**config.mk**
```make
export PLATFORM = sky130hd
export DESIGN_NAME = fp_div_operand_unpack
export DESIGN_NICKNAME = d
export VERILOG_FILES = /design/src/rtl/fp_div_operand_unpack.sv
export SDC_FILE = /design/constraint.sdc
export NUM_CORES = 1
export LEC_CHECK = 0
export CAP_MARGIN = 20
export CORE_MARGIN = 4
export CORE_UTILIZATION = 50
export DETAILED_ROUTE_END_ITERATION = 10
export HOLD_SLACK_MARGIN = 0.12
export MAX_ROUTING_LAYER = met4
export PLACE_DENSITY = 0.79
export SYNTH_ARGS = -nofsm -noshare
export SYNTH_HDL_FRONTEND = slang
export SYNTH_SLANG_ARGS = --single-unit
```
**constraint.sdc**
```tcl
create_clock -name clk -period 6.3 [get_ports clk]
set_input_delay 0.63 -clock clk [delete_from_list [all_inputs] [get_ports clk]]
set_output_delay 0.63 -clock clk [all_outputs]
set_load 0.005 [all_outputs]
```
**src/rtl/fp_div_operand_unpack.sv**
```systemverilog
// Front-end for fp_divider: unpacks binary32/binary16 operand pairs, rebiases and
// normalizes half subnormals, resolves IEEE special cases and issues divider starts.
module fp_div_operand_unpack #(
  parameter int unsigned SP_EXP_BIAS    = 127,
  parameter int unsigned HP_EXP_BIAS    = 15,
  parameter int unsigned TIMEOUT_CYCLES = 255
) (
  input  logic        clk,
  input  logic        rst,
  input  logic        in_valid,
  output logic        in_ready,
  input  logic        in_mode_fp,
  input  logic [31:0] op_a,
  input  logic [31:0] op_b,
  input  logic        div_ready,
  output logic        div_start,
  output logic        mode_fp,
  output logic        sign_a,
  output logic        sign_b,
  output logic [7:0]  exp_a,
  output logic [7:0]  exp_b,
  output logic [22:0] mant_a,
  output logic [22:0] mant_b,
  output logic        special_valid,
  output logic [31:0] special_result,
  output logic        invalid,
  output logic        div_by_zero,
  output logic        denorm_flush,
  output logic        div_timeout
);

  localparam logic [2:0] S_IDLE      = 3'd0;
  localparam logic [2:0] S_CLASSIFY  = 3'd1;
  localparam logic [2:0] S_NORM_A    = 3'd2;
  localparam logic [2:0] S_NORM_B    = 3'd3;
  localparam logic [2:0] S_ISSUE     = 3'd4;
  localparam logic [2:0] S_WAIT_ACK  = 3'd5;
  localparam logic [2:0] S_WAIT_DONE = 3'd6;
  localparam logic [2:0] S_SPECIAL   = 3'd7;

  localparam logic [1:0] K_ZERO = 2'd0;
  localparam logic [1:0] K_INF  = 2'd1;
  localparam logic [1:0] K_QNAN = 2'd2;

  localparam logic [7:0]    EXP_OFS  = 8'(SP_EXP_BIAS - HP_EXP_BIAS);
  localparam int unsigned   CW       = $clog2(TIMEOUT_CYCLES + 1);
  localparam logic [CW-1:0] CNT_LAST = CW'(TIMEOUT_CYCLES - 1);

  typedef struct packed {
    logic        sign;
    logic [7:0]  exp;
    logic [22:0] frac;
    logic        zero;
    logic        inf;
    logic        nan;
    logic        snan;
    logic        flush;
    logic        hsub;
  } opnd_t;

  // Binary32 subnormals are folded into zero; half subnormals start at the
  // smallest normal exponent and are shifted up later.
  function automatic opnd_t decode(input logic [31:0] raw, input logic fp);
    opnd_t o;
    logic  emax;
    o = '0;
    if (fp) begin
      o.sign  = raw[31];
      o.exp   = raw[30:23];
      o.frac  = raw[22:0];
      emax    = &raw[30:23];
      o.zero  = (raw[30:23] == '0);
      o.flush = o.zero && (raw[22:0] != '0);
    end else begin
      o.sign = raw[15];
      o.frac = {raw[9:0], 13'b0};
      emax   = &raw[14:10];
      o.hsub = (raw[14:10] == '0) && (raw[9:0] != '0);
      o.zero = (raw[14:10] == '0) && (raw[9:0] == '0);
      o.exp  = o.hsub ? EXP_OFS + 8'd1 : {3'b0, raw[14:10]} + EXP_OFS;
    end
    o.inf  = emax && (o.frac == '0);
    o.nan  = emax && (o.frac != '0);
    o.snan = o.nan && !o.frac[22];
    return o;
  endfunction

  function automatic logic [31:0] encode(input logic [1:0] kind, input logic s, input logic fp);
    logic [31:0] r;
    if (fp) begin
      case (kind)
        K_ZERO:  r = {s, 31'b0};
        K_INF:   r = {s, 8'hFF, 23'b0};
        default: r = 32'h7FC0_0000;
      endcase
    end else begin
      case (kind)
        K_ZERO:  r = {16'b0, s, 15'b0};
        K_INF:   r = {16'b0, s, 5'h1F, 10'b0};
        default: r = 32'h0000_7E00;
      endcase
    end
    return r;
  endfunction

  logic [2:0]    state_q, state_d;
  logic [31:0]   op_a_q, op_a_d, op_b_q, op_b_d;
  logic          mode_q, mode_d;
  logic          sign_a_q, sign_a_d, sign_b_q, sign_b_d;
  logic [7:0]    exp_a_q, exp_a_d, exp_b_q, exp_b_d;
  logic [22:0]   mant_a_q, mant_a_d, mant_b_q, mant_b_d;
  logic [10:0]   sig_a_q, sig_a_d, sig_b_q, sig_b_d;
  logic [CW-1:0] cnt_q, cnt_d;
  logic          div_start_q, div_start_d;
  logic          special_valid_q, special_valid_d;
  logic [31:0]   special_result_q, special_result_d;
  logic          invalid_q, invalid_d;
  logic          div_by_zero_q, div_by_zero_d;
  logic          denorm_flush_q, denorm_flush_d;
  logic          div_timeout_q, div_timeout_d;

  opnd_t      dec_a, dec_b;
  logic       spec_hit, spec_inv, spec_dbz;
  logic [1:0] spec_kind;

  always_comb begin
    dec_a = decode(op_a_q, mode_q);
    dec_b = decode(op_b_q, mode_q);
  end

  // First matching rule wins; the ordering encodes IEEE precedence.
  always_comb begin
    spec_hit  = 1'b1;
    spec_inv  = 1'b0;
    spec_dbz  = 1'b0;
    spec_kind = K_QNAN;
    if (dec_a.nan || dec_b.nan) begin
      spec_inv = dec_a.snan || dec_b.snan;
    end else if ((dec_a.zero && dec_b.zero) || (dec_a.inf && dec_b.inf)) begin
      spec_inv = 1'b1;
    end else if (dec_a.inf) begin
      spec_kind = K_INF;
    end else if (dec_b.inf) begin
      spec_kind = K_ZERO;
    end else if (dec_b.zero) begin
      spec_kind = K_INF;
      spec_dbz  = 1'b1;
    end else if (dec_a.zero) begin
      spec_kind = K_ZERO;
    end else begin
      spec_hit = 1'b0;
    end
  end

  always_comb begin
    state_d          = state_q;
    op_a_d           = op_a_q;
    op_b_d           = op_b_q;
    mode_d           = mode_q;
    sign_a_d         = sign_a_q;
    sign_b_d         = sign_b_q;
    exp_a_d          = exp_a_q;
    exp_b_d          = exp_b_q;
    mant_a_d         = mant_a_q;
    mant_b_d         = mant_b_q;
    sig_a_d          = sig_a_q;
    sig_b_d          = sig_b_q;
    cnt_d            = '0;
    div_start_d      = 1'b0;
    special_valid_d  = 1'b0;
    special_result_d = special_result_q;
    invalid_d        = invalid_q;
    div_by_zero_d    = div_by_zero_q;
    denorm_flush_d   = denorm_flush_q;
    div_timeout_d    = div_timeout_q;
    case (state_q)
      S_IDLE: begin
        if (in_valid) begin
          op_a_d           = op_a;
          op_b_d           = op_b;
          mode_d           = in_mode_fp;
          special_result_d = '0;
          invalid_d        = 1'b0;
          div_by_zero_d    = 1'b0;
          denorm_flush_d   = 1'b0;
          state_d          = S_CLASSIFY;
        end
      end
      S_CLASSIFY: begin
        sign_a_d       = dec_a.sign;
        sign_b_d       = dec_b.sign;
        exp_a_d        = dec_a.exp;
        exp_b_d        = dec_b.exp;
        mant_a_d       = dec_a.frac;
        mant_b_d       = dec_b.frac;
        sig_a_d        = {!dec_a.hsub, dec_a.frac[22:13]};
        sig_b_d        = {!dec_b.hsub, dec_b.frac[22:13]};
        denorm_flush_d = dec_a.flush || dec_b.flush;
        if (spec_hit) begin
          special_result_d = encode(spec_kind, dec_a.sign ^ dec_b.sign, mode_q);
          invalid_d        = spec_inv;
          div_by_zero_d    = spec_dbz;
          special_valid_d  = 1'b1;
          state_d          = S_SPECIAL;
        end else if (dec_a.hsub) begin
          state_d = S_NORM_A;
        end else if (dec_b.hsub) begin
          state_d = S_NORM_B;
        end else begin
          state_d = S_ISSUE;
        end
      end
      // Exit is decided on the pre-shift bit 9, i.e. the bit that lands in bit 10.
      S_NORM_A: begin
        sig_a_d  = {sig_a_q[9:0], 1'b0};
        exp_a_d  = exp_a_q - 8'd1;
        mant_a_d = {sig_a_q[8:0], 14'b0};
        if (sig_a_q[9]) state_d = sig_b_q[10] ? S_ISSUE : S_NORM_B;
      end
      S_NORM_B: begin
        sig_b_d  = {sig_b_q[9:0], 1'b0};
        exp_b_d  = exp_b_q - 8'd1;
        mant_b_d = {sig_b_q[8:0], 14'b0};
        if (sig_b_q[9]) state_d = S_ISSUE;
      end
      S_ISSUE: begin
        if (div_ready) begin
          div_start_d = 1'b1;
          state_d     = S_WAIT_ACK;
        end
      end
      S_WAIT_ACK:  if (!div_ready) state_d = S_WAIT_DONE;
      S_WAIT_DONE: if (div_ready) state_d = S_IDLE;
      S_SPECIAL:   state_d = S_IDLE;
      default:     state_d = S_IDLE;
    endcase
    // The counter restarts on every entry into a wait state because it defaults to zero.
    if ((state_q == S_ISSUE || state_q == S_WAIT_ACK || state_q == S_WAIT_DONE) &&
        state_d == state_q) begin
      if (cnt_q == CNT_LAST) begin
        div_timeout_d = 1'b1;
        state_d       = S_IDLE;
      end else begin
        cnt_d = cnt_q + CW'(1);
      end
    end
  end

  always_ff @(posedge clk or posedge rst) begin
    if (rst) begin
      state_q          <= S_IDLE;
      op_a_q           <= '0;
      op_b_q           <= '0;
      mode_q           <= 1'b0;
      sign_a_q         <= 1'b0;
      sign_b_q         <= 1'b0;
      exp_a_q          <= '0;
      exp_b_q          <= '0;
      mant_a_q         <= '0;
      mant_b_q         <= '0;
      sig_a_q          <= '0;
      sig_b_q          <= '0;
      cnt_q            <= '0;
      div_start_q      <= 1'b0;
      special_valid_q  <= 1'b0;
      special_result_q <= '0;
      invalid_q        <= 1'b0;
      div_by_zero_q    <= 1'b0;
      denorm_flush_q   <= 1'b0;
      div_timeout_q    <= 1'b0;
    end else begin
      state_q          <= state_d;
      op_a_q           <= op_a_d;
      op_b_q           <= op_b_d;
      mode_q           <= mode_d;
      sign_a_q         <= sign_a_d;
      sign_b_q         <= sign_b_d;
      exp_a_q          <= exp_a_d;
      exp_b_q          <= exp_b_d;
      mant_a_q         <= mant_a_d;
      mant_b_q         <= mant_b_d;
      sig_a_q          <= sig_a_d;
      sig_b_q          <= sig_b_d;
      cnt_q            <= cnt_d;
      div_start_q      <= div_start_d;
      special_valid_q  <= special_valid_d;
      special_result_q <= special_result_d;
      invalid_q        <= invalid_d;
      div_by_zero_q    <= div_by_zero_d;
      denorm_flush_q   <= denorm_flush_d;
      div_timeout_q    <= div_timeout_d;
    end
  end

  assign in_ready       = (state_q == S_IDLE);
  assign div_start      = div_start_q;
  assign mode_fp        = mode_q;
  assign sign_a         = sign_a_q;
  assign sign_b         = sign_b_q;
  assign exp_a          = exp_a_q;
  assign exp_b          = exp_b_q;
  assign mant_a         = mant_a_q;
  assign mant_b         = mant_b_q;
  assign special_valid  = special_valid_q;
  assign special_result = special_result_q;
  assign invalid        = invalid_q;
  assign div_by_zero    = div_by_zero_q;
  assign denorm_flush   = denorm_flush_q;
  assign div_timeout    = div_timeout_q;

endmodule

```
==> impl_metrics.env <==
export IMPL_std_cell_rows=44
export IMPL_slew_viol_final=0
export IMPL_antenna_found_initial=0
export IMPL_post_detailed_route_wirelength_per_cell_um=17.5
export IMPL_crit_fanout=22
export IMPL_maxCapViolCount=0
export IMPL_max_stage_delay_ns=0.73
export IMPL_r2r_start="state_q[0]"
export IMPL_required_time_reported_for_the_critical_path_endpoint_ns=6.64
export IMPL_final_fill_count=1187
export IMPL_yosysWarnings=0
export IMPL_outcome="finished clean"
export IMPL_cp_cell_sequence="nor2b_1, nand2_1, nor2_2, buf_8, o21ai_0, o2bb2ai_1"
export IMPL_cts_reportedPaths_clkPinSlew_ns=0.06
export IMPL_clock_path_buffers=2
export IMPL_design_portCount=173
export IMPL_die_h_um=131
export IMPL_multiInputGateArea_um2=3260
export IMPL_die_w_um=131
export IMPL_use_met2_pct=32.5
export IMPL_grt_met3_usage_pct=5.00
export IMPL_critical_path_reg2reg_endpoint="special_result[22]"
export IMPL_hpwlAfterDp_mm=14.2
export IMPL_worst_hold_path_type="flop to flop"
export IMPL_clock_latency_ns=0.42
export IMPL_detailed_place_area_um2=9010
export IMPL_globalRoute_totalOverflow=0
export IMPL_syn_area_um2=7530
export IMPL_initial_core_utilization_pct=51.4
export IMPL_worst_setup_path_start_kind="flop"
export IMPL_drc_errors=0
export IMPL_area_taken_by_flip_flops_and_latches_um2=3830
export IMPL_synth_lib_cells_used_distinct=64
export IMPL_p_per_area_nw_per_um2=486
export IMPL_syn_area_per_cell_um2=9.07
export IMPL_postLayoutCoreUtil_pct=65.2
export IMPL_area_growth_synth_to_final_pct=26.8
export IMPL_holdPathStages=1
export IMPL_number_of_cells_on_the_worst_reg_to_reg_path=6
export IMPL_post_synth_main_area_contributors="dfrtp_1 51%, nand2_1 11%, buf_4 3.7%"
export IMPL_timing_setup_critical_path_class="flop to flop"
export IMPL_max_freq_mhz=304
export IMPL_ys_top_cells_by_count="230 x nand2_1, 153 x dfrtp_1, 62 x nor2_1"
export IMPL_totalNegativeSetupSlack_ns=0
export IMPL_clock_tree_from_tritoncts="yes"
export IMPL_rsz0062_at_grt="no"
export IMPL_vias_in_the_first_global_route=5899
export IMPL_drive_gt1_share_pct=5.54
export IMPL_viasPerCell=5.67
export IMPL_final_period_utilization_pct=52.2
export IMPL_cts_resized=0
export IMPL_setup_viol_count_final=0
export IMPL_hold_ws_ns=0.472
export IMPL_register_to_register_setup_slack_ns=3.01
export IMPL_cell_type_with_the_highest_aggregate_area_in_the_netlist="dfrtp_1"
export IMPL_vias=6464
export IMPL_post_route_min_period_ns=3.29
export IMPL_root_buffer="clkbuf_16"
export IMPL_number_of_i_o_port_buffers=157
export IMPL_cellLeakagePower_nw=4.31
export IMPL_whs_endpoint="div_timeout"
export IMPL_max_slew_margin_pct=29.3
export IMPL_number_of_detailed_route_iterations_in_the_first_pass=5
export IMPL_timing_critical_path_to_type="flop"
export IMPL_layout_nets=1019
export IMPL_postLayoutCellArea_um2=9550
export IMPL_top_flip_flop_cell_by_instance_count_after_synthesis="dfrtp_1"
export IMPL_cts_htree_levels=4
export IMPL_cts_hold_repair_buffers=0
export IMPL_grt_pass1_wl_mm=31.7
export IMPL_timing_hold_worst_start="div_timeout"
export IMPL_grt_max_degree=90
export IMPL_cts_inserted_buffers=17
export IMPL_finalWeightedCongestion=0.875
export IMPL_dieArea_um2=17100
export IMPL_post_synth_top_count_cell="nand2_1"
export IMPL_synth_edf_count=0
export IMPL_busiest_layer="met1"
export IMPL_worst_endpoint_arrival_ns=3.64
export IMPL_grtUsageMet1_pct=38.5
export IMPL_slowest_stage="dfrtp_1"
export IMPL_design_core_area_um2=14600
export IMPL_worst_slew_pin_transition_ns=1.06
export IMPL_synth_seq_area_share_pct=50.8
export IMPL_top_area_cell_type_share_of_the_netlist_area_pct=50.8
export IMPL_timing_final_hold_violations=0
export IMPL_clock_sink_count=153
export IMPL_postRouteWirelength_mm=20.0
export IMPL_skew_ns=0.00457
export IMPL_detail_route_iter0_violations=610
export IMPL_post_cts_repair_setup_buffers=0
export IMPL_synth_async_reset_ratio_pct=100
export IMPL_final_antenna_diode_count=0
export IMPL_cells_after_synthesis=831
export IMPL_worst_vdd_drop_mv=0.291
export IMPL_grt_util_all_layers_pct=24.8
export IMPL_ant_nets=0
export IMPL_synth_ff_latch_count=153
-- registers in the layout (all words and copies together), names as in the netlist, 2 cells and up --
signal          cells
op_a_q             32
op_b_q             32
mant_a             23
mant_b             22
cnt_q               8
exp_a               8
exp_b               8
special_result      6
state_q             3
sig_b_q             2
-- cell families after synthesis --
logic type / synth area share [%]
adder cells (fa/ha/maj): 0.664
XOR/XNOR: 1.16
flip-flops: 50.8
other: 0.0498
AND/OR/NAND/NOR: 21.9
AO/OA/AOI/OAI: 14.7
multiplexers: 4.10
buffers and inverters: 6.64
-- per-layer routing --
metal | share of wire (%) | up-vias
met5 | 0 | -
met4 | 2.3 | 0
met3 | 8.3 | 35
met2 | 43 | 305
met1 | 46 | 3080
li1 | - | 3044
-- layout make-up --
cell class,instances,share of cell area [%]
well taps,184,2.41
repair buffers,164,17.1
multi-input cells,597,34.2
clock buffers,27,5.27
clock inverters,3,0.419
inverters,13,0.563
flip-flops and latches,153,40.1
-- report_power, final --
group	switching, mW	total [mW]	internal [mW]
registers	0.521	1.90	1.38
logic	0.892	1.80	0.910
clock network	0.362	0.941	0.580
-- worst max-delay path by stage --
| stage | startpoint | endpoint | slack [ns] | depth (start not counted) |
|---|---|---|---|---|
| floorplan | rst | cnt_q[0] | 1.55 | 1 |
| global placement | state_q[0] | special_result[22] | 2.83 | 5 |
| detailed placement | state_q[0] | special_result[22] | 3.06 | 6 |
| CTS | state_q[0] | special_result[22] | 3.06 | 6 |
| global route | state_q[0] | special_result[22] | 2.59 | 6 |
| finish | state_q[0] | special_result[22] | 3.01 | 6 |
-- worst max-delay path, delay by kind of cell, from the launching register on --
family          cells  cell delay [ns]
buf+inv             1             0.24
compound gates      2             0.25
flops               1             0.73
simple gates        3             1.98
-- stage by stage --
stage,total power [mW],setup WS (ns),std cells
2_1_floorplan,2.88,1.55,845
4_1_cts,4.65,3.06,1141
3_3_place_gp,3.63,2.83,1110
3_5_place_dp,3.68,3.06,1111
6_report,4.65,3.01,1141
5_1_grt,4.97,2.59,1141
-- cells in the final DEF, fill, tap and decap left out, types with 5 or more instances in the layout --
master           instances
nand2b_1                 5
buf_4                    6
o211ai_1                 5
nand2_1                229
xor2_1                   6
nor3b_1                  6
mux2i_1                 23
dfrtp_1                152
inv_1                   12
conb_1                  15
clkbuf_16               17
nor4_1                   8
nor2_1                  61
clkbuf_1                 6
o22ai_1                  6
o21ai_0                 41
nand3_1                 16
clkdlybuf4s50_1        157
nand4_1                 10
mux2_2                   7
a22o_1                  26
nor3_1                   8
a21oi_1                 44
Power figures use the tool's default switching activity.
==> variant 1 (same settings) <==
Register the output `div_timeout` once more; this adds one clock of latency there. The other outputs are not delayed to match.
--- a/src/rtl/fp_div_operand_unpack.sv
+++ b/src/rtl/fp_div_operand_unpack.sv
@@ -306,7 +306,9 @@
   assign invalid        = invalid_q;
   assign div_by_zero    = div_by_zero_q;
   assign denorm_flush   = denorm_flush_q;
-  assign div_timeout    = div_timeout_q;
+  always_ff @(posedge clk) begin
+    div_timeout <= div_timeout_q;
+  end
 
 endmodule
 
Behaviour: same outputs for any inputs over 4 cycles, from zero or initial values and one cycle with rst high; that may be too few to reach the edited logic, so the function may still have changed.
==> variant 1 against the unedited design <==
Setup slack lost 11 ps; routed wire length increased by 3.2%; sequential share of layout area down 0.35 points; first-iteration DRC count is 43% higher; area after synthesis rose by 0.27%; die area increased by 0.25%; sequential cell count rose by 1; power grew 5.0%; final area is 1.4% higher; utilization is 0.92 points higher; critical path type unchanged.
==> variant 1: results <==
metrics = {
    "logic_synthesis": {
        "async_reset_ff_share_pct": 99.35,
        "yosysWarningCount": 0,
        "muxShareOfSynthArea_pct": 4.091,
        "ys_types": 65,
        "synthXorXnorAreaFrac_pct": 1.160,
        "yosys-top-cells-area": "dfrtp_1 51%, nand2_1 11%, buf_4 3.7%, nor2_1 3.1%, mux2i_1 3.0%",
        "synth_compound_area_share_pct": 14.66,
        "synthTopCellsByCount": "230 x nand2_1, 153 x dfrtp_1, 62 x nor2_1",
        "seq_area_frac_synth_pct": 50.95,
        "synthAdderAreaFrac_pct": 0.6626,
    },
    "setup_path": {
        "worst_r2r_startpoint": "state_q[0]",
        "r2r-end": "cnt_q[6]",
        "critPathLaunchType": "flip-flop",
        "reg2reg_setup_slack_ps": 3000,
        "endpoint_kind": "flip-flop",
        "critPathArrivalTime_ps": 3640,
        "critical_path.max_fanout": 22,
        "rr_worst_depth": 6,
    },
    "clock_network": {
        "numCtsBuffers": 17,
        "clk_pin_slew_worst_paths_ps": 60,
        "cts_setup_buffers": 0,
        "cts_resized": 0,
        "clockRootBuffer": "clkbuf_16",
        "clockBufferDepth": 2,
        "worstSkewPairLatency_ps": 420,
        "htree_levels": 4,
    },
    "final_layout": {
        "diodes": 0,
        "drive_gt1_share_pct": 6.250,
        "nets": 1020,
    },
    "timing": {
        "fin_worst_skew_ps": 8.547,
        "tns_ps": 0,
        "tightest_slew_ps": 1035,
    },
    "status": {
        "status": "finished clean",
    },
    "placed_design": {
        "dp_hpwl_mm": 14.61,
        "place_ws_ps": 3089,
        "port_buffers": 157,
        "gp_congestion": 0.8994,
    },
    "drt": {
        "firstDrtPassIters": 8,
        "wl_met3_mm": 1.432,
        "ant_nets": 0,
        "drtIter0Drc": 874,
        "top_layer": "met4",
        "dr_wl_met2_mm": 9.189,
        "drt-met1-wl_mm": 9.589,
        "wl_mm": 20.64,
        "num_vias": 6552,
    },
    "power_and_ir_drop": {
        "p_leak_nw": 4.369,
        "ir_drop_uv": 296.8,
    },
    "global_route": {
        "antenna_found_initial": 0,
        "grt_pass1_vias": 6134,
        "grt_max_degree": 109,
        "grt_pass1_wl_mm": 33.13,
        "grt_usage_pct": 25.85,
    },
    "min_path": {
        "holdCritPathClass": "flip-flop to flip-flop",
    },
}
[variant 1: layer usage]
metal / vias to the layer above / track usage [%]
li1: 3054 / -
met1: 3173 / 38.71
met2: 288 / 36.12
met3: 37 / 4.634
met4: 0 / 7.502
met5: - / -
[variant 1: logic make-up (layout without fill, tap and decap cells)]
group	Yosys count	after routing
xor gates and xnor gates	10	10
other	1	15
adders and majority gates	4	4
DFF	154	154
buffers and inverters	95	209
muxes	30	30
and+or+nand+nor	374	374
AOI/OAI and AO/OA	164	164
[variant 1: report_power, final]
group | leakage (nW) | total (mW) | internal, mW | switching [mW]
clock network | 0.319 | 1.14 | 0.750 | 0.394
logic | 2.08 | 1.81 | 0.910 | 0.899
registers | 1.97 | 1.93 | 1.39 | 0.540
[variant 1: how the worst min path moves through the flow]
stage | start | to | slack [ps] | cells past startpoint
2_1_floorplan | div_timeout_q | div_timeout | 340 | 0
3_3_place_gp | div_timeout_q | div_timeout | 360 | 0
3_5_place_dp | div_timeout_q | div_timeout | 380 | 0
4_1_cts | div_timeout_q | div_timeout | 400 | 0
5_1_grt | div_timeout_q | div_timeout | 420 | 0
6_report | div_timeout_q | div_timeout | 390 | 0
[variant 1: cell type report]
class                           instances  area, um2
Clock inverter                         13      222.7
Timing Repair Buffer                  164       1624
Fill cell                            1169       4957
Multi-Input combinational cell        597       3263
Sequential cell                       154       3850
Tap cell                              184      230.2
Clock buffer                           19      442.9
Inverter                               13      53.80
[variant 1: worst max-delay path, stage by stage (launching register included)]
cell and delay (ps):
dfrtp_1 740, nor2b_1 680, nand2_1 590, a41o_1 420, o221ai_1 310, nand3_1 310, nor2_1 180
[variant 1: metrics by stage]
step                      cells  area (um2)
after detailed placement   1112        9021
after global placement     1112        9021
after global routing       1144        9687
final                      1144        9687
after floorplan             846        7606
after CTS                  1144        9687
==> variant 2 (config.mk and constraints unchanged) <==
Without the edit above. Set the parameter `TIMEOUT_CYCLES` to 510 (it was 255).
--- a/src/rtl/fp_div_operand_unpack.sv
+++ b/src/rtl/fp_div_operand_unpack.sv
@@ -3,7 +3,7 @@
 module fp_div_operand_unpack #(
   parameter int unsigned SP_EXP_BIAS    = 127,
   parameter int unsigned HP_EXP_BIAS    = 15,
-  parameter int unsigned TIMEOUT_CYCLES = 255
+  parameter int unsigned TIMEOUT_CYCLES = 510
 ) (
   input  logic        clk,
   input  logic        rst,
Function: no difference found for any inputs over 4 cycles, from zero or initial values and one cycle with rst high; that may be too few to reach the edited logic, so the function may still have changed.
==> variant 2 against the unedited design <==
Routed wire length grew 5.4%; power grew 4.0%; highest routed layer unchanged; sequential cell count grew 1; clock power increased by 15%; setup slack gained 380 ps; final area grew 1.8%; critical endpoint unchanged; utilization up 0.67 points; area after synthesis increased by 1.1%.
==> variant 2: results <==
metrics = {
    "status": {
        "status": "finished clean",
    },
    "final_layout": {
        "n_fill_cell": 1194,
        "drive_gt1_share_pct": 6.301,
        "nets": 1044,
    },
    "logic_synthesis": {
        "synthTopCellsByCount": "229 x nand2_1, 154 x dfrtp_1, 64 x nor2_1",
        "synthAdderAreaFrac_pct": 0.6569,
        "syn_inst": 856,
        "yosysWarningCount": 0,
        "yosys-top-cells-area": "dfrtp_1 51%, nand2_1 11%, buf_4 3.6%, a21oi_1 3.5%, nor2_1 3.2%",
        "muxShareOfSynthArea_pct": 2.825,
        "seq_area_frac_synth_pct": 50.58,
    },
    "setup_path": {
        "critPathArrivalTime_ps": 3210,
        "rr_worst_depth": 7,
        "reg2reg_setup_slack_ps": 3390,
        "critical_path.max_fanout": 45,
        "cp_slowest_cell": "dfrtp_2",
        "cp_top_family": "compound AO/OA/AOI/OAI gates",
    },
    "placed_design": {
        "place_inst": 1136,
        "place_area_um2": 9099,
        "dp_hpwl_mm": 14.76,
        "gp_congestion": 0.8787,
    },
    "global_route": {
        "grt_pass1_wl_mm": 33.93,
        "grt_max_degree": 70,
        "grt_pass1_vias": 6412,
    },
    "drt": {
        "wl_mm": 21.09,
        "via_per_inst": 5.737,
        "drtIter0Drc": 785,
    },
    "power_and_ir_drop": {
        "ir_drop_uv": 237.5,
        "p_leak_nw": 4.361,
    },
    "timing": {
        "fin_worst_skew_ps": 8.661,
        "clock.fmax_mhz": 343.6,
        "tightest_slew_ps": 968.3,
        "hold-worst-slack_ps": 484.6,
    },
}
[variant 2: logic make-up (layout without fill, tap and decap cells)]
family,count (synthesis),after routing
xor gates and xnor gates,11,11
adders and majority gates,4,4
and+or+nand+nor,376,376
muxes,21,21
buffers and inverters,103,217
DFF,154,154
AOI/OAI and AO/OA,186,186
other,1,15
[variant 2: routing by layer]
metal  wire length (um)  up-vias  global-route usage, %
met4                350        0                  6.534
met2               9585      287                  36.42
li1                   -     3135                      -
met1               9608     3249                  35.41
met5                  0        -                      -
met3               1543       30                  6.269
[variant 2: layout make-up]
cell class              count  area (um2)  area share [%]
flip-flops and latches    154        3856           39.67
multi-input cells         613        3297           33.91
repair buffers            166        1639           16.86
clock buffers              18       439.2           4.517
well taps                 184       230.2           2.368
clock inverters            14       183.9           1.892
inverters                  19       76.32          0.7851
[variant 2: where the power goes]
part           switching (mW)  internal [mW]
sequential              0.503           1.38
combinational           0.970          0.905
clock                   0.434          0.645
